===== config.mk =====
export PLATFORM = sky130hd
export DESIGN_NAME = ece593w26_mac_ctrl
export DESIGN_NICKNAME = d
export VERILOG_FILES = /design/src/rtl/ece593w26_mac_ctrl.sv
export SDC_FILE = /design/constraint.sdc
export NUM_CORES = 1
export LEC_CHECK = 0
export CORE_AREA = 2 2 62 64
export CTS_CLUSTER_SIZE = 10
export DETAILED_ROUTE_END_ITERATION = 6
export DIE_AREA = 0 0 64 66
export PLACE_DENSITY = 0.78
export SLEW_MARGIN = 20
export SYNTH_ARGS = -nofsm -noshare
export SYNTH_HDL_FRONTEND = slang
export SYNTH_SLANG_ARGS = --single-unit

===== constraint.sdc =====
create_clock -name clk -period 2.3 [get_ports clk]
set_input_delay 0.46 -clock clk [delete_from_list [all_inputs] [get_ports clk]]
set_output_delay 0.46 -clock clk [all_outputs]
set_load 0.01 [all_outputs]

===== src/rtl/ece593w26_mac_ctrl.sv =====
// ece593w26_mac_ctrl: sequences operand pairs into a multiplier and gates products into an accumulator
module ece593w26_mac_ctrl #(
  parameter int N       = 4,
  parameter int LEN_W   = 8,
  parameter int MUL_LAT = 1
) (
  input  logic             clk,
  input  logic             rst,
  input  logic             start,
  input  logic [LEN_W-1:0] len,
  output logic             busy,
  input  logic             op_valid,
  output logic             op_ready,
  input  logic [N-1:0]     op_a,
  input  logic [N-1:0]     op_b,
  output logic [N-1:0]     mul_a,
  output logic [N-1:0]     mul_b,
  output logic             mul_en,
  input  logic [2*N-1:0]   mul_prod,
  output logic             acc_clr,
  output logic [2*N-1:0]   acc_in,
  output logic             acc_en,
  input  logic [2*N-1:0]   acc_f,
  input  logic             acc_cout,
  output logic [2*N-1:0]   res,
  output logic             res_ovf,
  output logic             done
);
  typedef enum logic [2:0] {IDLE, CLEAR, RUN, DRAIN, DONE} state_t;
  state_t state, state_nx;
  logic [LEN_W-1:0] rem;
  logic [MUL_LAT-1:0] line;
  logic acc_en_d, ovf;
  assign mul_a    = op_a;
  assign mul_b    = op_b;
  assign op_ready = state == RUN && rem != '0;
  assign mul_en   = op_valid & op_ready;
  assign acc_en   = line[MUL_LAT-1];
  assign acc_in   = acc_en ? mul_prod : '0;
  assign acc_clr  = state == CLEAR;
  assign busy     = state inside {CLEAR, RUN, DRAIN};
  assign done     = state == DONE;
  always_comb begin
    state_nx = state;
    case (state)
      IDLE:    state_nx = start ? (len != '0 ? CLEAR : DONE) : IDLE;
      CLEAR:   state_nx = RUN;
      RUN:     state_nx = (mul_en && rem == LEN_W'(1)) ? DRAIN : RUN;
      DRAIN:   state_nx = line == '0 ? DONE : DRAIN;
      default: state_nx = IDLE;
    endcase
  end
  always_ff @(posedge clk or negedge rst)
    if (!rst) state <= IDLE;
    else state <= state_nx;
  // once the delay line is empty in DRAIN, acc_f already holds the last product and acc_cout its carry
  always_ff @(posedge clk or negedge rst)
    if (!rst) begin
      rem      <= '0;
      line     <= '0;
      acc_en_d <= 1'b0;
      ovf      <= 1'b0;
      res      <= '0;
      res_ovf  <= 1'b0;
    end else begin
      line     <= MUL_LAT'({line, mul_en});
      acc_en_d <= acc_en;
      if (state == IDLE && start) rem <= len;
      else if (mul_en) rem <= rem - LEN_W'(1);
      if (state == CLEAR) ovf <= 1'b0;
      else if (acc_en_d && acc_cout) ovf <= 1'b1;
      if (state_nx == DONE) begin
        res     <= state == DRAIN ? acc_f : '0;
        res_ovf <= state == DRAIN && (ovf || (acc_en_d && acc_cout));
      end
    end
endmodule


# After elaboration in Yosys (flattened, before gate mapping)

Cells that the tools add are included.

$add $sub $neg: 1
Equal/unequal tests: 6
Multiplexer cells: 11
Bitwise operators: 1
Reduce and logical (&&, ||, !) cells: 12

Operators with widths:

| kind                | number |
|---|---|
| $mux 8              | 4 |
| $reduce_bool 8->1   | 2 |
| $pmux 3 s4          | 1 |
| $mux 3              | 3 |
| $eq 8x1->1 const B  | 1 |
| $sub 8x1->8 const B | 1 |
| $eq 3x2->1 const B  | 2 |
| $eq 3x3->1 const B  | 2 |
| $logic_and 1x1->1   | 5 |
| $reduce_bool 2->1   | 2 |
| $eq 3x1->1 const B  | 1 |
| $logic_not 3->1     | 1 |
| $mux 1              | 3 |
| $reduce_bool 3->1   | 1 |
| $and 1x1->1         | 1 |
| $logic_or 1x1->1    | 1 |

Register bits: 23
Input port bits: 37
Output and inout port bits: 31

# Longest topological paths before layout

Gate-level depths: netlist (run 1).

Depth in word-level cells: 7
Gate-level depth with buffers: 7

# Worst setup path after synthesis (run 1)

Ideal clock, no wire load.

Path type: register to register
Start point: reg rem[0]
End point: reg rem[5]
Library setup time: 130 ps
Data arrival time: 1,539 ps
Required time: 2,170 ps
Slack: 630 ps
Stages on the path, launching flop included: 5
Buffers on the path: 0
Clock period less this slack: 1,670 ps
Cells stage by stage: dfrtp_1 -> or4_4 -> a2111oi_2 -> xnor2_1 -> o21ai_2

Cells in the longest elaborated chain, start to end: 4
Elaborated cells on any way between the ends: 7
Classes of those cells: add/sub: 1; mux: 2; bitwise: 1; reduce/logical: 3

Ends and longest elaborated chain:

| what                                                | RTL line | text |
|---|---|---|
| from (decl)                                         | 31       | `logic [LEN_W-1:0] rem;` |
| from (signal assigned)                              | 68       | `if (state == IDLE && start) rem <= len;` |
| from (signal assigned)                              | 69       | `else if (mul_en) rem <= rem - LEN_W'(1);` |
| branches (longest 4 deep; another with $sub 8x1->8) | n/a      |  |

Parallel ways; which one is timed is not known. The select of a mux whose other input is x is not followed.
A chain may end at the register's enable or synchronous reset.

# Final worst setup path (run 1)

Start point: reg rem[4]
End point: out op_ready

Cells in the longest elaborated chain, start to end: 2

Ends and longest elaborated chain:

| what              | RTL line | text |
|---|---|---|
| $reduce_bool 8->1 | 36       | `assign op_ready = state == RUN && rem != '0;` |
| $logic_and 1x1->1 | 36       |  |
| to (decl)         | 13       | `output logic op_ready,` |

Every way passes these cells.

==> impl_metrics.tcl, run 1 <==
set metrics [dict create \
    hold_class "in -> async" \
    grt_remaining_overflow 0 \
    leakage_nw 0.794 \
    ios 68 \
    first_pass_iters 4 \
    path_clk_slew_ns 0.13 \
    vias_per_cell 4.87 \
    synth_cell_type_count 40 \
    cts_inserted_buffers 3 \
    die_w_um 64 \
    ir_drop_mv 0.550 \
    grt_pass1_wl_um 5350 \
    layout_min_cycle_time_ns 2.14 \
    clock_sinks 23 \
    hold_viol_final 0 \
    die_h_um 66 \
    syn_inst 138 \
    ys_ff_latch 23 \
    setup_ws_ns 0.164 \
    synth.yosys.warnings 0 \
    cp-start-kind "register" \
    synth_area_um2 1320 \
    cts_tree "done" \
    max_freq_mhz 468 \
    drt_wl_total_um 2920 \
    netlist.area_leader.share 0.438 \
    place_ws_ns -0.0135 \
    rsz0062_at_grt "no" \
    grt_pass1_vias 1152 \
    grt_max_degree 24 \
    setup_viol 0 \
    synth_edf_count 0 \
    cp_max_fo 6 \
    required_ns 1.84 \
    maxSlewHeadroom 0.683 \
    clock_path_buffers 2 \
    final_util 0.542 \
    r2r_start "rem[0]" \
    fill_cells 327 \
    regArea_um2 579 \
    tightest_slew_ns 0.471 \
    ys_seq_area_frac 0.438 \
    yosysMostFrequentCell "nand2_1" \
    syn_nets 178 \
    drive_gt1_frac 0.147 \
    final_antenna_net_count 0 \
    status "complete, no violations" \
    vias 1165 \
    skew_ns 0.00301 \
    crit_path_end_kind "output pin" \
    worstPathArrival_ns 1.68 \
    fin_crit_sh 0.929 \
    wl_per_cell_um 12.2 \
    power.density_nw_per_um2 1130 \
    nNetsFinal 232 \
    drc 0 \
    core_um2 3550 \
    hold_buffers 0 \
    gp_congestion 0.861 \
    hpwl_um 2240 \
    port_buffers 51 \
    yosysTopAreaCell "dfrtp_1" \
    syn_area_per_cell_um2 9.53 \
    slew_viol_final 0 \
    start_util 0.370 \
    cts_max_level 1 \
    drtIter0Drc 43 \
    num_antenna_cells 0 \
    critPathLaunch "rem[4]" \
    area_delta_synth_final_pct 46.3 \
    track_usage 0.162 \
    ys_async_sr_fraction 1.00 \
    die-area_um2 4220 \
    ys.flop_type "dfrtp_1" \
    worstSkewPairLatency_ns 0.31 \
    antenna_found_initial 0 \
    yosys-top-cells-count "26 x nand2_1, 23 x dfrtp_1, 11 x o21ai_0" \
    multiInputGateArea_um2 648 \
    clockRootBuffer "clkbuf_4" \
    synth_area_leaders "dfrtp_1 44%, nand2_1 7.4%, buf_4 4.6%, and2_1 4.3%, o21ai_0 4.2%" \
    row_count 22 \
    crit_type "reg -> out" \
    setup_tns_ns 0 \
    drv_cap 0 \
]
[routing by layer]
layer / vias to the layer above / part of all wire / global-route usage
met1: 532 / 0.46 / 0.218
li1: 585 / - / -
met2: 40 / 0.45 / 0.247
met3: 8 / 0.061 / 0.0221
met4: 0 / 0.027 / 0.0978
met5: - / 0 / 0
[critical path, cell delays in order (launching register included)]
cell and delay, ns:
dfrtp_2 0.48, nor4_4 0.29, nand3_1 0.13, nor4bb_2 0.19, dlygate4sd2_1 0.29
[power by group]
group          internal [mW]  switching, mW
registers              0.595          0.204
clock network         0.0649          0.122
logic                  0.647          0.536
total                   1.31          0.862
[final cells by class]
type | instances | area share
multi-input combinational | 96 | 0.337
timing repair buffer | 61 | 0.303
sequential | 23 | 0.301
tap | 48 | 0.0312
inverter | 7 | 0.0137
clock buffer | 3 | 0.0117
clock inverter | 1 | 0.00260
[what timing repair did]
action / CTS / global route
endpoints found under the setup margin: 2 / 1
resized for setup: 6 / 1
buffers inserted: 1 / 0
[layout by cell type, fill, tap and decap left out, types with 2 or more instances in the layout]
master            n
clkbuf_4          3
nand2_1          26
o21ai_0          11
dfrtp_1          20
nor4_1            2
a2111oi_2         2
a21oi_1           3
a221o_1           2
nor2_1            7
clkdlybuf4s50_1  49
nand4_1           2
o21ai_2           2
buf_4            10
and2_1            9
ha_1              3
inv_1             6
dfrtp_2           3
a22oi_1           2
mux2i_1           3
xnor2_1           2
dlygate4sd2_1     2
[final timing paths]
check	end	slack [ns]	cells past startpoint
setup / recovery	op_ready	0.16	4
hold / removal	rem[7]	0.49	2
setup reg to reg	rem[5]	0.45	5
hold reg to reg	res[2]	0.50	2
max in group asynchronous	state[2]	1.57	2
min in group clk	res[2]	0.50	2
[cell families (layout without fill, tap and decap cells)]
logic type               count (synthesis)  count (layout)  share of synthesized area
AND/OR/NAND/NOR                         60              60                      0.265
AO/OA/AOI/OAI                           28              28                      0.154
flip-flops                              23              23                      0.438
buffers and inverters                   19              72                     0.0780
adder cells (fa/ha/maj)                  3               3                     0.0285
multiplexers                             3               3                     0.0228
XOR/XNOR                                 2               2                     0.0133
[stage by stage]
step                      instances  area, um2  hold slack [ns]  power, mW
after global routing            239       1920            0.504       2.38
after CTS                       239       1920            0.487       2.19
after global placement          234       1880            0.456       1.95
after floorplan                 138       1320            0.164       1.42
final                           239       1920            0.489       2.17
after detailed placement        234       1880            0.471       1.99
[sequential cells by signal (all words and copies together), names as in the netlist]
register  cells
state         3
rem           8
res           8
acc_en        1
acc_en_d      1
ovf           1
res_ovf       1
No activity file was read; power rests on OpenSTA's default activity.
==> inputs of run 2 (changes only) <==
==> config.mk (replaced) <==
export PLATFORM = sky130hd
export DESIGN_NAME = ece593w26_mac_ctrl
export DESIGN_NICKNAME = d
export VERILOG_FILES = /design/src/rtl/ece593w26_mac_ctrl.sv
export SDC_FILE = /design/constraint.sdc
export NUM_CORES = 1
export LEC_CHECK = 0
export CELL_PAD_IN_SITES_DETAIL_PLACEMENT = 1
export CELL_PAD_IN_SITES_GLOBAL_PLACEMENT = 1
export CORE_AREA = 2 2 72 74
export CTS_CLUSTER_SIZE = 10
export DETAILED_ROUTE_END_ITERATION = 6
export DIE_AREA = 0 0 74 76
export GPL_TIMING_DRIVEN = 0
export PLACE_DENSITY = 0.79
export SLEW_MARGIN = 5
export SYNTH_ARGS = -nofsm -noshare
export SYNTH_HDL_FRONTEND = slang
export SYNTH_SLANG_ARGS = --single-unit
==> run 2 against run 1 <==
Cell count up 15%. Count of clock-buffer cells in the layout up 1. Non-clock buffer count up 13. Critical path type is now in -> reg. Critical endpoint is now res[5]. Largest cell class is now non-clock buffers. Largest power group unchanged.
==> impl_metrics.tcl, run 2 (same netlist as run 1, synthesis figures left out) <==
set metrics [dict create \
    hpwl_um 2890 \
    num_antenna_cells 0 \
    worstSkewPairLatency_ns 0.26 \
    layout_min_cycle_time_ns 2.18 \
    cp-start-kind "primary input" \
    final_antenna_net_count 0 \
    swShare 0.400 \
    fin_area_um2 2070 \
    fin_crit_sh 0.946 \
    clock_power_share 0.113 \
    nNetsFinal 245 \
    crit_path_end_kind "register" \
    switchingPower_mw 0.892 \
    total_power_mw 2.23 \
    first_pass_iters 4 \
    cts_max_level 1 \
    vias 1271 \
    die_w_um 74 \
    row_count 26 \
    clock_sinks 23 \
    p_int_mw 1.34 \
    grt_pass1_vias 1357 \
    core_um2 4910 \
    drive_gt1_frac 0.132 \
    crit_path_cell_trace "clkdlybuf4s50_1 > nor4_1 > a32oi_2 > buf_2 > nand2_1 > o21ai_0" \
    reg.largest.list "rem: 8 flops, res: 8 flops, state: 3 flops" \
    required_ns 2.43 \
    area_delta_synth_final_pct 57.8 \
    cts_inserted_buffers 3 \
    cp_max_fo 10 \
    clockRootBuffer "clkbuf_8" \
    comb_power_share 0.533 \
    leakage_nw 0.842 \
    worstPathArrival_ns 2.31 \
    vias_per_cell 4.64 \
    port_buffers 59 \
    hold_class "reg -> reg" \
    drv_cap 0 \
    tightest_slew_ns 1.09 \
    fill_cells 572 \
    rsz0062_at_grt "no" \
    skew_ns 0.00669 \
    final_util 0.422 \
    clock_path_buffers 2 \
    crit_type "in -> reg" \
    hold_buffers 0 \
    maxSlewHeadroom 0.270 \
    drt_wl_total_um 3740 \
    most-common-layout-cells "57 x clkdlybuf4s50_1, 26 x nand2_1, 23 x dfrtp_1" \
    die_h_um 76 \
    max_freq_mhz 459 \
    status "complete, no violations" \
    start_util 0.268 \
    wl_per_cell_um 13.6 \
    dpl_cell_area_um2 1990 \
    cts_tree "done" \
    slowest_stage "nor4_1" \
    ir_drop_mv 0.395 \
    grt_pass1_wl_um 6420 \
    setup_viol 0 \
    path_clk_slew_ns 0.09 \
    hold_viol_final 0 \
    track_usage 0.141 \
    grt_remaining_overflow 0 \
    antenna_found_initial 0 \
    drtIter0Drc 51 \
    grt_max_degree 24 \
    gp_congestion 0.758 \
    max_stage_delay_ns 0.65 \
    slew_viol_final 0 \
    power.density_nw_per_um2 1080 \
    die-area_um2 5620 \
    ios 68 \
    layout_commonest_cell "clkdlybuf4s50_1" \
    drc 0 \
    power_frac_seq 0.354 \
]
[run 2: power by group through the flow]
stage	clock network, mW	logic (mW)	registers [mW]
after CTS	0.264	1.20	0.789
after detailed placement	0	1.17	0.801
final	0.253	1.19	0.789
after global placement	0	1.14	0.789
after global routing	0.281	1.33	0.820
after floorplan	0	0.619	0.799
[run 2: worst max-delay path: cells and delay by family]
family	cells	cell delay (ns)
and+or+nand+nor	2	0.74
AOI/OAI and AO/OA	2	0.41
buffers and inverters	2	0.70
[run 2: timing repair]
| item | in CTS | in global routing |
|---|---|---|
| buffers inserted | 3 | 0 |
| pin swaps | 1 | 0 |
| resized for setup | 2 | 3 |
| setup endpoints to repair | 2 | 10 |
[run 2: final timing paths]
kind                            endpoint     start  slack, ns  cells after the start
worst max-delay path              res[5]    len[6]       0.12                      6
worst min-delay path            acc_en_d    acc_en       0.45                      0
worst max register to register    res[5]  state[2]       0.28                      5
worst min register to register  acc_en_d    acc_en       0.45                      0
max in group asynchronous       state[0]       rst       0.86                      1
min in group asynchronous       state[2]       rst       0.78                      1
[run 2: per-stage QoR]
step                hold slack, ns  TNS, ns  instances  setup slack (ns)
CTS                          0.454        0        274            0.0771
finish                       0.453        0        274             0.124
detailed placement           0.435    -1.77        267            -0.195
global route                 0.482        0        274           0.00623
global placement             0.414    -1.64        267            -0.169
floorplan                    0.164        0        138             0.630
[run 2: routing by layer]
layer,GRT usage,up-vias,wire (um)
met4,0.0164,0,17
met1,0.183,622,1540
met2,0.248,38,2000
met3,0.0238,2,181
li1,-,609,-
met5,0,-,0
[run 2: layout make-up]
class                      instances  area (um2)  share of cell area
multi-input combinational         96         653               0.315
timing repair buffer              62         611               0.294
sequential                        23         576               0.277
tap                               70        87.6              0.0422
buffer                            12        76.3              0.0368
clock buffer                       4        45.0              0.0217
inverter                           7        26.3              0.0127
